File: src/rtl/vga_timing_gen_if.sv
// Purpose: pixel coordinate / colour link between the raster timing generator and a pattern generator.
// Latency: none; plain wires, the pattern generator answers combinationally within the same cycle.
// Backpressure: none; the raster is free-running and the colour must be valid every cycle.
//
// Signals:
//   column_o  [9:0]  current visible column (0 in blanking), driven by the timing generator
//   row_o     [8:0]  current visible row (0 in blanking), driven by the timing generator
//   active_o         high while the counters sit inside the visible area
//   rgb_i     [2:0]  colour for (column_o, row_o), driven by the pattern generator
// Modports: master = timing generator end, slave = pattern generator end.
interface vga_timing_gen_if;
  logic [9:0] column_o;
  logic [8:0] row_o;
  logic       active_o;
  logic [2:0] rgb_i;

  modport master (
    output column_o,
    output row_o,
    output active_o,
    input  rgb_i
  );

  modport slave (
    input  column_o,
    input  row_o,
    input  active_o,
    output rgb_i
  );
endinterface

File: src/rtl/vga_timing_gen.sv
// Purpose: 640x480@60 VGA raster counters, sync pulses and blanked, sync-aligned colour output.
// Latency: coordinates/active are combinational from the counters; rgb/hsync/vsync lag them by one pixel strobe.
// Backpressure: none; pix_en_i=0 freezes every register (frame_o forced low), nothing is ever dropped.
//
// Ports:
//   clk_i          clock
//   rst_ni         synchronous active-low reset, overrides pix_en_i
//   pix_en_i       pixel strobe, all state advances only when high
//   pix            vga_timing_gen_if.master: column_o/row_o/active_o out, rgb_i in
//   frame_o        one-cycle pulse after the counters wrap (799,524)->(0,0)
//   hsync_o        horizontal sync, active-low
//   vsync_o        vertical sync, active-low
//   rgb_o          blanked colour aligned with hsync_o/vsync_o
// Build option: define VGA_BORDER_EN to force a white 1-pixel border around the visible area.
module vga_timing_gen #(
  parameter int H_ACTIVE = 640,
  parameter int H_FP     = 16,
  parameter int H_SYNC   = 96,
  parameter int H_BP     = 48,
  parameter int V_ACTIVE = 480,
  parameter int V_FP     = 10,
  parameter int V_SYNC   = 2,
  parameter int V_BP     = 33
) (
  input  logic                    clk_i,
  input  logic                    rst_ni,
  input  logic                    pix_en_i,
  vga_timing_gen_if.master        pix,
  output logic                    frame_o,
  output logic                    hsync_o,
  output logic                    vsync_o,
  output logic [2:0]              rgb_o
);

  localparam int H_TOTAL = H_ACTIVE + H_FP + H_SYNC + H_BP;
  localparam int V_TOTAL = V_ACTIVE + V_FP + V_SYNC + V_BP;

  // All raster constants pre-sized to the 10-bit counters.
  localparam logic [9:0] H_LAST     = 10'(H_TOTAL - 1);
  localparam logic [9:0] V_LAST     = 10'(V_TOTAL - 1);
  localparam logic [9:0] H_VIS      = 10'(H_ACTIVE);
  localparam logic [9:0] V_VIS      = 10'(V_ACTIVE);
  localparam logic [9:0] HS_START   = 10'(H_ACTIVE + H_FP);
  localparam logic [9:0] HS_END     = 10'(H_ACTIVE + H_FP + H_SYNC - 1);
  localparam logic [9:0] VS_START   = 10'(V_ACTIVE + V_FP);
  localparam logic [9:0] VS_END     = 10'(V_ACTIVE + V_FP + V_SYNC - 1);

  // Stage 0: raster position.
  logic [9:0] h_cnt;
  logic [9:0] v_cnt;

  logic       h_wrap;
  logic       v_wrap;
  logic       in_active;
  logic       h_sync_zone;
  logic       v_sync_zone;
  logic [2:0] rgb_next;

  assign h_wrap = (h_cnt == H_LAST);
  assign v_wrap = (v_cnt == V_LAST);

  assign in_active = (h_cnt < H_VIS) && (v_cnt < V_VIS);

  assign h_sync_zone = (h_cnt >= HS_START) && (h_cnt <= HS_END);
  assign v_sync_zone = (v_cnt >= VS_START) && (v_cnt <= VS_END);

  // Coordinates are zeroed in blanking, which is what makes dropping v_cnt[9] on row_o safe.
  assign pix.active_o = in_active;
  assign pix.column_o = in_active ? h_cnt : 10'd0;
  assign pix.row_o    = in_active ? v_cnt[8:0] : 9'd0;

`ifdef VGA_BORDER_EN
  localparam logic [9:0] H_VIS_LAST = 10'(H_ACTIVE - 1);
  localparam logic [9:0] V_VIS_LAST = 10'(V_ACTIVE - 1);

  logic on_border;

  assign on_border = in_active &&
                     ((h_cnt == 10'd0) || (h_cnt == H_VIS_LAST) ||
                      (v_cnt == 10'd0) || (v_cnt == V_VIS_LAST));

  always_comb begin
    rgb_next = in_active ? pix.rgb_i : 3'b000;
    if (on_border) begin
      rgb_next = 3'b111;
    end
  end
`else
  always_comb begin
    rgb_next = in_active ? pix.rgb_i : 3'b000;
  end
`endif

  always_ff @(posedge clk_i) begin
    if (!rst_ni) begin
      h_cnt   <= 10'd0;
      v_cnt   <= 10'd0;
      frame_o <= 1'b0;
      hsync_o <= 1'b1;
      vsync_o <= 1'b1;
      rgb_o   <= 3'b000;
    end else begin
      // frame_o is a strobe, not state: it drops on the next clock even when the pixel strobe is idle.
      frame_o <= 1'b0;
      if (pix_en_i) begin
        h_cnt <= h_wrap ? 10'd0 : h_cnt + 10'd1;
        if (h_wrap) begin
          v_cnt <= v_wrap ? 10'd0 : v_cnt + 10'd1;
        end
        frame_o <= h_wrap && v_wrap;
        // Stage 1: colour and syncs for the pixel the counters point at now.
        rgb_o   <= rgb_next;
        hsync_o <= ~h_sync_zone;
        vsync_o <= ~v_sync_zone;
      end
    end
  end

endmodule

File: src/flat_wrapper.sv
// flat-port wrapper written by rule: the top's interface ports become plain ports
module vga_timing_gen_flat 
#(
  parameter int H_ACTIVE = 640,
  parameter int H_FP     = 16,
  parameter int H_SYNC   = 96,
  parameter int H_BP     = 48,
  parameter int V_ACTIVE = 480,
  parameter int V_FP     = 10,
  parameter int V_SYNC   = 2,
  parameter int V_BP     = 33
)
  (clk_i, rst_ni, pix_en_i, frame_o, hsync_o, vsync_o, rgb_o, pix_column_o, pix_row_o, pix_active_o, pix_rgb_i);
  vga_timing_gen_if pix_i ();
  input  logic clk_i;
  input  logic rst_ni;
  input  logic pix_en_i;
  output logic frame_o;
  output logic hsync_o;
  output logic vsync_o;
  output logic [2:0] rgb_o;
  output wire logic [$bits(pix_i.column_o)-1:0] pix_column_o;
  output wire logic [$bits(pix_i.row_o)-1:0] pix_row_o;
  output wire logic [$bits(pix_i.active_o)-1:0] pix_active_o;
  input wire logic [$bits(pix_i.rgb_i)-1:0] pix_rgb_i;
  assign pix_column_o = pix_i.column_o;
  assign pix_row_o = pix_i.row_o;
  assign pix_active_o = pix_i.active_o;
  assign pix_i.rgb_i = pix_rgb_i;
  vga_timing_gen #(.H_ACTIVE(H_ACTIVE), .H_FP(H_FP), .H_SYNC(H_SYNC), .H_BP(H_BP), .V_ACTIVE(V_ACTIVE), .V_FP(V_FP), .V_SYNC(V_SYNC), .V_BP(V_BP)) u_core (.clk_i(clk_i), .rst_ni(rst_ni), .pix_en_i(pix_en_i), .pix(pix_i), .frame_o(frame_o), .hsync_o(hsync_o), .vsync_o(vsync_o), .rgb_o(rgb_o));
endmodule
File: config.mk
export PLATFORM = sky130hd
export DESIGN_NAME = vga_timing_gen_flat
export DESIGN_NICKNAME = d
export VERILOG_FILES = /design/src/rtl/vga_timing_gen_if.sv /design/src/rtl/vga_timing_gen.sv /design/src/flat_wrapper.sv
export SDC_FILE = /design/constraint.sdc
export NUM_CORES = 1
export LEC_CHECK = 0
export ABC_AREA = 1
export CORE_MARGIN = 2
export CORE_UTILIZATION = 52
export CTS_CLUSTER_DIAMETER = 200
export CTS_CLUSTER_SIZE = 20
export DETAILED_ROUTE_END_ITERATION = 8
export PLACE_DENSITY = 0.84
export SLEW_MARGIN = 15
export SYNTH_ARGS = -nofsm -noshare
export SYNTH_HDL_FRONTEND = slang
export SYNTH_SLANG_ARGS = --single-unit
File: constraint.sdc
create_clock -name clk_i -period 1.7 [get_ports clk_i]
set_clock_uncertainty 0.15 [all_clocks]
set_input_delay 0.34 -clock clk_i [delete_from_list [all_inputs] [get_ports clk_i]]
set_output_delay 0.34 -clock clk_i [all_outputs]
set_load 0.05 [all_outputs]
* Word-level counts from Yosys, hierarchy flattened *
Cells that the tools add are included.

word-level totals
  latch bits = 0
  memories = 0
  bits in read-only memories = 0
  word-level logic and storage cells = 29
  register bits = 26
  memory bits (writable) = 0

operators by class
  div/mod/pow operators = 0
  equality and inequality tests = 2
  muxes and demuxes = 5
  reductions and logical operators = 6
  $lt $le $gt $ge = 6
  bitwise operators = 2
  add/sub/neg operators = 2
  shift-type cells = 0
  multiply operators = 0

operator list
  cell                   number
  $mux 10                3
  $add 10x1->10 const B  2
  $eq 10x10->1 const B   2
  $ge 10x10->1 const B   1
  $ge 10x9->1 const B    1
  $le 10x10->1 const B   1
  $le 10x9->1 const B    1
  $lt 10x10->1 const B   1
  $lt 10x9->1 const B    1
  $mux 9                 1
  $logic_and 1x1->1      4
  $reduce_and 2->1       2
  $mux 3                 1
  $not 1->1              2

* Longest topological paths before layout *
Gate-level depths: netlist (run 1).

  word-level depth = 3
  gate-level depth with buffers = 9
  gate-level depth less buffers = 9

* Least setup slack after synthesis (run 1) *
Ideal clock, no wire load.

  path type = reg2out
  from = register u_core.h_cnt[8]
  to = output pix_column_o[9]
  cell stages (with the launch flop) = 8
  buffers on the path = 0
  arrival = 1735 ps
  path slack = -525 ps
  cell sequence = dfxtp_1 -> nand2_1 -> inv_2 -> nor2_2 -> nand2_2 -> nor2_4 -> inv_4 -> nor2_1

on the way
  cells in the longest elaborated chain, start to end = 3

RTL lines
  element                 RTL line               RTL
  from (decl)             vga_timing_gen.sv:49   logic [9:0] h_cnt;
  from (signal assigned)  vga_timing_gen.sv:106  h_cnt <= h_wrap ? 10'd0 : h_cnt + 10'd1;
  $lt 10x10->1            vga_timing_gen.sv:62   assign in_active = (h_cnt < H_VIS) && (v_cnt < V_VIS);
  $logic_and 1x1->1       vga_timing_gen.sv:62
  via pix_active_o        flat_wrapper.sv:24     output wire logic [$bits(pix_i.active_o)-1:0] pix_active_o;
  $mux 10                 vga_timing_gen.sv:69   assign pix.column_o = in_active ? h_cnt : 10'd0;
  to (decl)               flat_wrapper.sv:22     output wire logic [$bits(pix_i.column_o)-1:0] pix_column_o;

The timed path passes the listed nets, and every way through them passes these cells.

* Worst setup path in the final report (run 1) *
  from = register u_core.h_cnt[8]
  to = output pix_row_o[8]

on the way
  cells in the longest elaborated chain, start to end = 3

RTL lines
  element            RTL line              RTL
  $lt 10x10->1       vga_timing_gen.sv:62
  $logic_and 1x1->1  vga_timing_gen.sv:62
  $mux 9             vga_timing_gen.sv:70  assign pix.row_o = in_active ? v_cnt[8:0] : 9'd0;
  to (decl)          flat_wrapper.sv:23    output wire logic [$bits(pix_i.row_o)-1:0] pix_row_o;

No other way between the ends.

==> run_results.csv, run 1 <==
group,metric,value,unit
timing,fmax,484,MHz
logic_synthesis,asyncSetResetFlopFracSynth,0,%
timing,rsz0062_at_grt,"true",
timing,setup_viol,21,
placement,pre_cts_ws,-0.173,ns
detailed_routing,routed_via_density,5.49,
worst_setup_path,cp-end-kind,"output port",
grt,busiest_layer,"met2",
logic_synthesis,synth-seq-area-share,30.9,%
power_and_ir_drop,max-vdd-ir-drop,0.340,mV
die,core_area,3080,um2
logic_synthesis,synth_flop_cell,"dfxtp_1",
cells_and_area,layoutNonFillerInstCount,349,
cells_and_area,diodes,0,
grt,grt_pass1_wl,7950,um
die,rows,20,
timing,hold_viol,0,
grt,grt_use_met1,36.9,%
detailed_routing,drt_first_pass_iters,5,
cells_and_area,multi_input_area,1110,um2
clock_network,cts_root_buffer,"clkbuf_4",
timing,period_needed,2.07,ns
grt,grtUsageMet3,4.48,%
grt,grt_use_met2,48.8,%
timing,report.final.slew_viol_count,0,
logic_synthesis,synth.distinct_cells,31,
outcome,status,"complete, but fails checks",
die,die_area,3710,um2
power_and_ir_drop,powerDensity,405,nW/um2
detailed_routing,wire_per_inst,15.8,um
logic_synthesis,synth_area,1690,um2
clock_network,htreeDepth,1,
timing,finalWorstSetupSlack,-0.365,ns
clock_network,cts_made_buffers,3,
cells_and_area,drive_gt1_share,38.7,%
placement,io_buffers,31,
detailed_routing,wl,5510,um
clock_network,cts_tree,"yes",
detailed_routing,num_vias,1916,
logic_synthesis,synth-seq-cells,26,
worst_setup_path,cp_max_fo,9,
clock_network,clk_latency,0.33,ns
cells_and_area,fin_area,2670,um2
clock_network,clockBufferDepth,2,
logic_synthesis,synth_edf_count,0,
logic_synthesis,synth.avg_cell_area,6.88,um2
detailed_routing,drt-initial-drc-count,133,
worst_setup_path,crit_type,"flop to output port",
worst_setup_path,start_kind,"flop",
worst_setup_path,crit_arrival,1.58,ns
die,die_h,61.0,um
cells_and_area,area_delta_synth_final,58.5,%
grt,grt_max_degree,14,
grt,grt_pass1_vias,1773,
die,initial_core_util,54.8,%
timing,tightest_slew,0.376,ns
logic_synthesis,ys_warn_count,0,
placement,dp.cells,334,
outcome,violations,"setup timing",
flow_run,cap_violations,0,
placement,place_area,2460,um2
cells_and_area,final-seq-area,532,um2
clock_network,path_clk_slew,0.15,ns
timing,period_share,121,%
logic_synthesis,synth_nets,256,
die,die_x,61.0,um
cells_and_area,nFillCells,153,
placement,dpl.hpwl,3470,um
logic_synthesis,synthCells,245,
cells_and_area,nNetsFinal,318,
power_and_ir_drop,p_total,1.08,mW
grt,grt_usage,29.0,%
clock_network,clock-sinks,26,
detailed_routing,ant_nets,0,
die,io_pins,32,
worst_setup_path,cp.required,1.21,ns
clock_network,postCtsHoldBufs,0,
min_path,hp-class,"input port to flop",
placement,place_congestion,0.865,
timing,slew-limit-headroom,74.8,%
grt,antenna_found_initial,0,
grt,grt_overflow_total,0,
timing,holdWs,0.403,ns
power_and_ir_drop,p_leak,1.16,nW
detailed_routing,drc,0,
-- Yosys cell counts (2+ instances only) --
library cell | count | area [um2]
o21ai_1 | 2 | 10.0
nand3_2 | 2 | 20.0
nor2_4 | 13 | 146
inv_2 | 6 | 22.5
dfxtp_1 | 26 | 521
a21oi_1 | 12 | 60.1
ha_1 | 5 | 62.6
nand2_1 | 53 | 199
nand4_1 | 5 | 31.3
xor2_1 | 2 | 17.5
nor2_2 | 4 | 25.0
nand2_2 | 3 | 18.8
o21ai_0 | 6 | 30.0
nand3_1 | 19 | 95.1
nor2_1 | 43 | 161
nor3_1 | 5 | 25.0
nand2_4 | 2 | 22.5
inv_1 | 24 | 90.1
-- cell families after synthesis --
group | count (synthesis) | synth area share, %
AND/OR/NAND/NOR | 154 | 48.1
AO/OA/AOI/OAI | 22 | 6.90
adder cells (fa/ha/maj) | 5 | 3.71
buffers and inverters | 36 | 9.42
XOR/XNOR | 2 | 1.04
flip-flops | 26 | 30.9
-- metrics by stage --
step                utilization, %  setup TNS (ns)
detailed placement            79.8           -2.24
CTS                           85.2           -7.03
finish                        86.9           -6.94
global placement              79.8           -1.48
global route                  86.9           -8.45
floorplan                        -           -5.37
-- path summary, 6_finish.rpt --
check / startpoint / endpoint / slack [ns] / depth (start not counted)
worst max-delay path: u_core.h_cnt[8]$_SDFFE_PN0P_ / pix_row_o[8] / -0.37 / 9
worst min-delay path: pix_rgb_i[1] / u_core.rgb_o[1]$_SDFFE_PN0P_ / 0.40 / 3
worst max register to register: u_core.h_cnt[0]$_SDFFE_PN0P_ / u_core.v_cnt[8]$_SDFFE_PN0P_ / 0.02 / 8
worst min register to register: u_core.hsync_o$_SDFFE_PN1P_ / u_core.hsync_o$_SDFFE_PN1P_ / 0.41 / 2
-- area by class of cell --
type,count,area share [%]
multi-input cells,183,41.4
clock buffers,3,0.842
inverters,32,5.01
well taps,44,2.06
repair inverters,2,0.842
flip-flops and latches,26,19.9
repair buffers,59,29.9
-- cell usage in the layout (no fill, tap or decap), types with 7 or more instances in the layout --
cell type,count
nand2_1,49
nand3_1,19
nor2_1,34
buf_12,27
buf_4,25
inv_2,7
dfxtp_1,19
a21oi_1,12
inv_1,21
nor2_4,24
-- state kept, by name (all words and copies together), names as in the netlist --
name / cells
u_core.frame_o: 1
u_core.rgb_o: 3
u_core.v_cnt: 10
u_core.vsync_o: 1
u_core.hsync_o: 1
u_core.h_cnt: 10
-- critical path: stages (launching register included) --
cell and delay [ns]:
dfxtp_4 0.39, nand2_4 0.07, inv_4 0.04, nor2_4 0.07, nand2_2 0.07, nor2_4 0.12, buf_12 0.14, inv_8 0.07
nor2_4 0.11, buf_12 0.14
-- per-layer routing --
layer | up-vias | routed length, um
met4 | 0 | 212
met5 | - | 0
met3 | 25 | 429
met2 | 121 | 2710
met1 | 871 | 2160
li1 | 899 | -
-- where the power goes --
part	internal (mW)	switching [mW]	total (mW)
Combinational	0.0785	0.0974	0.176
Sequential	0.620	0.0126	0.632
Clock	0.0833	0.192	0.275
-- what timing repair did --
action | 4_1_cts | 5_1_grt
buffers inserted | 7 | 3
endpoints found under the setup margin | 20 | 31
cloned | 2 | 0
gates resized for setup | 20 | 12
pin swaps | 8 | 7
(Power assumes the default switching activity.)
==> inputs of run 2 (changes only) <==
--- a/config.mk
+++ b/config.mk
@@ -16,3 +16,4 @@
 export SYNTH_ARGS = -nofsm -noshare
 export SYNTH_HDL_FRONTEND = slang
 export SYNTH_SLANG_ARGS = --single-unit
+export TNS_END_PERCENT = 5
==> run 2 against run 1 <==
Compared with the run above:
- the run still ends with setup timing left
- first-iteration DRC count is 16% higher
- cell count up 0.57%
- flip-flop and latch count unchanged
- clock power decreased by 5%
- hold slack better by 0.018 ns
- non-clock buffer count grew 3
- register-to-register slack improved by 0.02 ns
- sequential share of layout area about the same
- routed wire length fell by 1.6%
- worst setup slack improved by 0.013 ns
- global-route usage increased by 2.5 points
- fmax grew 0.66%
- highest routed layer unchanged
==> run_results.csv, run 2 (synthesized netlist as in run 1, its figures left out) <==
group,metric,value,unit
outcome,status,"complete, but fails checks",
outcome,violations,"setup timing",
worst_setup_path,crit_start,"u_core.v_cnt[7]$_SDFFE_PN0P_",
power_and_ir_drop,p_int,0.786,mW
clock_network,clock-sinks,26,
placement,dpl.hpwl,3550,um
timing,period_needed,2.05,ns
worst_setup_path,crit_type,"flop to output port",
die,initial_core_util,54.8,%
detailed_routing,routed_via_density,5.40,
die,die_x,61.0,um
power_and_ir_drop,switching_share,27.2,%
worst_setup_path,cp_max_fo,3,
timing,setup_viol,20,
timing,fmax,487,MHz
cells_and_area,fin_util,86.5,%
cells_and_area,fin_area,2660,um2
grt,grt_max_degree,14,
clock_network,clockBufferDepth,2,
grt,grt_overflow_total,0,
detailed_routing,num_vias,1896,
worst_setup_path,r2r-end,"u_core.v_cnt[4]$_SDFFE_PN0P_",
grt,antenna_found_initial,0,
clock_network,clk_latency,0.32,ns
grt,grt_pass1_vias,1856,
cells_and_area,nNetsFinal,320,
timing,report.final.slew_viol_count,0,
detailed_routing,ant_nets,0,
flow_run,cap_violations,0,
detailed_routing,drt_first_pass_iters,7,
clock_network,htreeDepth,1,
clock_network,cts_tree,"yes",
worst_setup_path,critical_path.max_stage_delay,0.37,ns
cells_and_area,nFillCells,151,
die,io_pins,32,
cells_and_area,diodes,0,
power_and_ir_drop,clkPwrFrac,24.3,%
placement,io_buffers,31,
worst_setup_path,crit_arrival,1.56,ns
timing,period_share,121,%
die,core_area,3080,um2
clock_network,cts_root_buffer,"clkbuf_4",
worst_setup_path,slowest_stage,"dfxtp_2",
power_and_ir_drop,powerDensity,405,nW/um2
timing,hold_viol,0,
power_and_ir_drop,max-vdd-ir-drop,0.584,mV
worst_setup_path,r2r_setup_slack,0.04,ns
placement,place_congestion,0.886,
min_path,min_from,"u_core.hsync_o$_SDFFE_PN1P_",
timing,rsz0062_at_grt,"true",
clock_network,path_clk_slew,0.14,ns
grt,grt_usage,31.6,%
detailed_routing,wire_per_inst,15.5,um
power_and_ir_drop,p_leak,1.15,nW
cells_and_area,area_delta_synth_final,57.8,%
power_and_ir_drop,power_switching,0.293,mW
die,die_area,3710,um2
grt,grt_pass1_wl,8510,um
worst_setup_path,crit_top_cell,"buf_6",
timing,finalWorstSetupSlack,-0.352,ns
cells_and_area,layout_commonest_cell,"nand2_1",
worst_setup_path,crit_path_end,"pix_active_o",
worst_setup_path,cp.required,1.21,ns
worst_setup_path,start_kind,"flop",
worst_setup_path,r2r_start,"u_core.h_cnt[0]$_SDFFE_PN0P_",
power_and_ir_drop,p_comb_share,16.9,%
cells_and_area,final_cell_mix,"nand2_1, nor2_1, buf_4",
detailed_routing,wl,5430,um
die,rows,20,
timing,slew-limit-headroom,74.9,%
die,die_h,61.0,um
worst_setup_path,rr_worst_depth,6,
min_path,hp-class,"flop to flop",
timing,tightest_slew,0.372,ns
placement,place_area,2480,um2
placement,pre_cts_ws,-0.193,ns
timing,setup_tns,-6.46,ns
clock_network,cts_made_buffers,3,
power_and_ir_drop,pwr-share-seq,58.8,%
detailed_routing,drt-initial-drc-count,154,
worst_setup_path,cp-end-kind,"output port",
detailed_routing,drc,0,
cells_and_area,drive_gt1_share,39.1,%
cells_and_area,largestRegisters,"u_core.h_cnt x10, u_core.v_cnt x10, u_core.rgb_o x3",
worst_setup_path,crit_chain,"nand2_2, nor3_4, nor2_4, buf_6, buf_6, buf_6, buf_12",
power_and_ir_drop,p_total,1.08,mW
## run 2: area by class of cell
| class | instances | area [um2] | area share (%) |
|---|---|---|---|
| Multi-Input combinational cell | 183 | 1100 | 41.4 |
| Timing Repair Buffer | 62 | 815 | 30.6 |
| Sequential cell | 26 | 529 | 19.9 |
| Inverter | 32 | 128 | 4.80 |
| Tap cell | 44 | 55.1 | 2.07 |
| Clock buffer | 3 | 22.5 | 0.846 |
| Timing Repair inverter | 1 | 11.3 | 0.423 |
## run 2: power by group through the flow
stage | registers (mW) | clock network (mW) | logic (mW)
2_1_floorplan | 0.666 | 0 | 0.0603
3_3_place_gp | 0.646 | 0 | 0.169
3_5_place_dp | 0.646 | 0 | 0.173
4_1_cts | 0.633 | 0.258 | 0.174
5_1_grt | 0.636 | 0.278 | 0.190
6_report | 0.635 | 0.262 | 0.182
## run 2: worst min path at each step
stage / slack (ns) / depth (start not counted) / to
after global routing: 0.43 / 3 / u_core.rgb_o[0]$_SDFFE_PN0P_
after CTS: 0.42 / 2 / u_core.h_cnt[3]$_SDFFE_PN0P_
after global placement: 0.36 / 2 / u_core.vsync_o$_SDFFE_PN1P_
after floorplan: 0.33 / 2 / u_core.v_cnt[8]$_SDFFE_PN0P_
final: 0.42 / 2 / u_core.hsync_o$_SDFFE_PN1P_
after detailed placement: 0.37 / 2 / u_core.vsync_o$_SDFFE_PN1P_
## run 2: per-layer routing
| metal | vias up | GRT usage (%) | wire length, um |
|---|---|---|---|
| met5 | - | 0 | 0 |
| met4 | 0 | 14.6 | 218 |
| met3 | 26 | 8.32 | 473 |
| met2 | 120 | 53.9 | 2660 |
| met1 | 849 | 36.8 | 2070 |
| li1 | 901 | - | - |
## run 2: through the flow
stage          hold slack, ns  std cells
2_1_floorplan           0.327        245
5_1_grt                 0.435        351
3_5_place_dp            0.373        340
4_1_cts                 0.415        350
6_report                0.421        351
3_3_place_gp            0.359        340
## run 2: what timing repair did
item / 4_1_cts / 5_1_grt
hold buffers: 0 / 0
setup endpoints to repair: 20 / 33
pin swaps: 5 / 3
gates cloned: 1 / 0
gates resized for setup: 23 / 10
setup buffers: 6 / 1
## run 2: worst max-delay path, delay by kind of cell, from the launching register on
family,cells,cell delay [ns]
buffers and inverters,4,0.50
AND/OR/NAND/NOR,3,0.36
flip-flops,1,0.37
==> inputs of run 3 (changes only) <==
--- a/config.mk
+++ b/config.mk
@@ -5,13 +5,12 @@
 export SDC_FILE = /design/constraint.sdc
 export NUM_CORES = 1
 export LEC_CHECK = 0
-export ABC_AREA = 1
 export CORE_MARGIN = 2
-export CORE_UTILIZATION = 52
+export CORE_UTILIZATION = 49
 export CTS_CLUSTER_DIAMETER = 200
 export CTS_CLUSTER_SIZE = 20
 export DETAILED_ROUTE_END_ITERATION = 8
-export PLACE_DENSITY = 0.84
+export PLACE_DENSITY = 0.82
 export SLEW_MARGIN = 15
 export SYNTH_ARGS = -nofsm -noshare
 export SYNTH_HDL_FRONTEND = slang
==> run 3 against run 2 <==
Compared with the run above:
- the flow still finishes with violations (setup timing)
- worst setup slack lost 0.055 ns
- largest power group unchanged
- critical endpoint is now pix_column_o[3]
- clock power grew 24%
- non-clock buffer count increased by 10
- cell area decreased by 6.1%
- fmax down 2.6%
- synthesized cell count fell by 32%
- hold slack got worse by 0.021 ns
- flip-flop and latch count unchanged
==> run_results.csv, run 3 <==
group,metric,value,unit
worst_setup_path,crit_buf_inv,3,
logic_synthesis,yosys-top-cells-count,"dfxtp_1, and2_1, nor2_1, a21oi_1, nand2_1",
worst_setup_path,crit_arrival,1.62,ns
detailed_routing,drt_first_pass_iters,4,
logic_synthesis,yosysTopAreaCell,"dfxtp_1",
cells_and_area,nNetsFinal,245,
power_and_ir_drop,p_leak,0.989,nW
cells_and_area,diodes,0,
timing,setup_tns,-8.97,ns
power_and_ir_drop,p_comb_share,14.4,%
logic_synthesis,synth-seq-cells,26,
logic_synthesis,synth-seq-area-share,36.6,%
timing,setup_viol,33,
die,rows,19,
worst_setup_path,crit_chain,"and4_4, nor3_4, buf_6, buf_12, and2_4, buf_12",
logic_synthesis,synth_flop_cell,"dfxtp_1",
detailed_routing,ant_nets,0,
detailed_routing,drt-initial-drc-count,121,
logic_synthesis,synthCells,167,
logic_synthesis,synth.avg_cell_area,8.52,um2
die,die_area,3350,um2
grt,grt_overflow_total,0,
grt,antenna_found_initial,1,
outcome,violations,"setup timing",
grt,grt_usage,35.3,%
timing,slew-limit-headroom,79.8,%
worst_setup_path,cp_max_fo,8,
clock_network,path_clk_slew,0.15,ns
placement,place_congestion,0.846,
logic_synthesis,synth_area_leaders,"dfxtp_1, and2_1, ha_1",
die,io_pins,32,
placement,io_buffers,31,
die,die_x,57.9,um
timing,tightest_slew,0.300,ns
power_and_ir_drop,p_total,1.11,mW
logic_synthesis,synth_top_area_share,36.6,%
clock_network,htreeDepth,1,
logic_synthesis,yosysMostFrequentCell,"dfxtp_1",
worst_setup_path,cpLargestDelayFamily,"simple AND/OR/NAND/NOR gates",
flow_run,cap_violations,0,
clock_network,postCtsHoldBufs,0,
power_and_ir_drop,power_switching,0.287,mW
cells_and_area,layout_commonest_cell,"buf_4",
cells_and_area,layoutNonFillerInstCount,264,
worst_setup_path,cp.required,1.21,ns
worst_setup_path,critical_path.max_stage_delay,0.35,ns
clock_network,cts_made_buffers,3,
clock_network,clk_latency,0.33,ns
worst_setup_path,slowest_stage,"dfxtp_2",
timing,period_share,124,%
placement,dpl.hpwl,3400,um
clock_network,cts_root_buffer,"clkbuf_4",
detailed_routing,routed_via_density,6.15,
worst_setup_path,cp-end-kind,"output port",
logic_synthesis,ys_warn_count,0,
power_and_ir_drop,switching_share,25.8,%
power_and_ir_drop,p_int,0.825,mW
logic_synthesis,synth_edf_count,0,
logic_synthesis,asyncSetResetFlopFracSynth,0,%
detailed_routing,wire_per_inst,21.3,um
timing,finalWorstSetupSlack,-0.407,ns
worst_setup_path,crit_type,"flop to output port",
grt,grt_pass1_vias,1687,
cells_and_area,largestRegisters,"u_core.h_cnt x10, u_core.v_cnt x10, u_core.rgb_o x3",
die,die_h,57.9,um
placement,dp.cells,254,
logic_synthesis,synth.distinct_cells,39,
clock_network,clockBufferDepth,2,
timing,hold_viol,0,
grt,grt_pass1_wl,8670,um
cells_and_area,final_cell_mix,"buf_4, buf_12, dfxtp_1",
min_path,hp-class,"flop to flop",
die,initial_core_util,51.6,%
power_and_ir_drop,max-vdd-ir-drop,0.522,mV
placement,place_area,2340,um2
worst_setup_path,crit_top_cell,"buf_12",
power_and_ir_drop,powerDensity,445,nW/um2
timing,fmax,475,MHz
die,core_area,2760,um2
cells_and_area,fin_util,90.7,%
clock_network,cts_tree,"yes",
detailed_routing,drc,0,
worst_setup_path,start_kind,"flop",
logic_synthesis,synth_nets,178,
grt,grt_max_degree,15,
cells_and_area,area_delta_synth_final,75.7,%
detailed_routing,wl,5620,um
detailed_routing,num_vias,1623,
cells_and_area,drive_gt1_share,47.2,%
timing,report.final.slew_viol_count,0,
timing,rsz0062_at_grt,"true",
clock_network,clock-sinks,26,
cells_and_area,fin_area,2500,um2
power_and_ir_drop,clkPwrFrac,29.2,%
timing,period_needed,2.11,ns
outcome,status,"complete, but fails checks",
logic_synthesis,synth_area,1420,um2
power_and_ir_drop,pwr-share-seq,56.4,%
run 3: changes by cell type in the layout (fill, tap and decap cells not counted), sizes merged, moves of 4 or more:
cell,previous run,this run
and4,0,4
nand3,21,8
nand2,58,9
and2,0,15
buf,57,67
nor2,61,14
nor4,0,4
xnor2,0,6
or3,0,6
inv,32,6
run 3: cells by family (layout without fill, tap and decap cells):
group	Yosys count	in the layout	share of synthesized area [%]
AND/OR/NAND/NOR	85	85	35.6
adder cells (fa/ha/maj)	5	5	4.40
XOR/XNOR	11	11	6.77
buffers and inverters	16	82	5.98
AO/OA/AOI/OAI	23	23	9.94
multiplexers	1	1	0.704
flip-flops	26	26	36.6
run 3: final timing paths:
kind,slack [ns],endpoint,from,cells past startpoint
max,-0.41,pix_column_o[3],u_core.v_cnt[8]$_SDFFE_PN0P_,6
min,0.40,u_core.rgb_o[2]$_SDFFE_PN0P_,u_core.rgb_o[2]$_SDFFE_PN0P_,2
max reg2reg,-0.24,u_core.v_cnt[7]$_SDFFE_PN0P_,u_core.h_cnt[0]$_SDFFE_PN0P_,5
min reg2reg,0.40,u_core.rgb_o[2]$_SDFFE_PN0P_,u_core.rgb_o[2]$_SDFFE_PN0P_,2
run 3: per-layer routing:
layer | track usage [%] | part of all wire, % | up-vias
met5 | 0 | 0.23 | -
met2 | 62.5 | 53 | 87
met4 | 19.6 | 4.7 | 2
met1 | 39.8 | 36 | 792
met3 | 6.03 | 5.2 | 24
li1 | - | - | 718
run 3: stage by stage:
step	worst slack [ns]	hold WS, ns
2_1_floorplan	-0.210	0.252
3_5_place_dp	-0.502	0.360
3_3_place_gp	-0.411	0.330
5_1_grt	-0.479	0.417
6_report	-0.407	0.400
4_1_cts	-0.403	0.384
run 3: final cells by class:
type                       instances  area [um2]
inverter                           6        22.5
clock buffer                       4        36.3
multi-input combinational        125         966
timing repair buffer              72         906
fill                             102         258
sequential                        26         531
tap                               31        38.8
run 3: power by group through the flow:
| stage | Combinational (mW) | Sequential (mW) | Clock [mW] |
|---|---|---|---|
| floorplan | 0.0598 | 0.651 | 0 |
| global placement | 0.145 | 0.638 | 0 |
| detailed placement | 0.149 | 0.640 | 0 |
| CTS | 0.151 | 0.625 | 0.322 |
| global route | 0.168 | 0.628 | 0.347 |
| finish | 0.161 | 0.627 | 0.325 |
run 3: worst reg2reg max path, cell delays in order, from the launching register on:
cell and delay (ns):
dfxtp_2 0.38, ha_1 0.20, and4_4 0.27, nand4_4 0.17, or4_1 0.51, a21oi_1 0.18
run 3: what timing repair did:
item                       CTS  global route
setup buffers                4             2
pin swaps                   16             2
setup endpoints to repair   39            40
gates resized for setup     17             7
cloned                       1             0
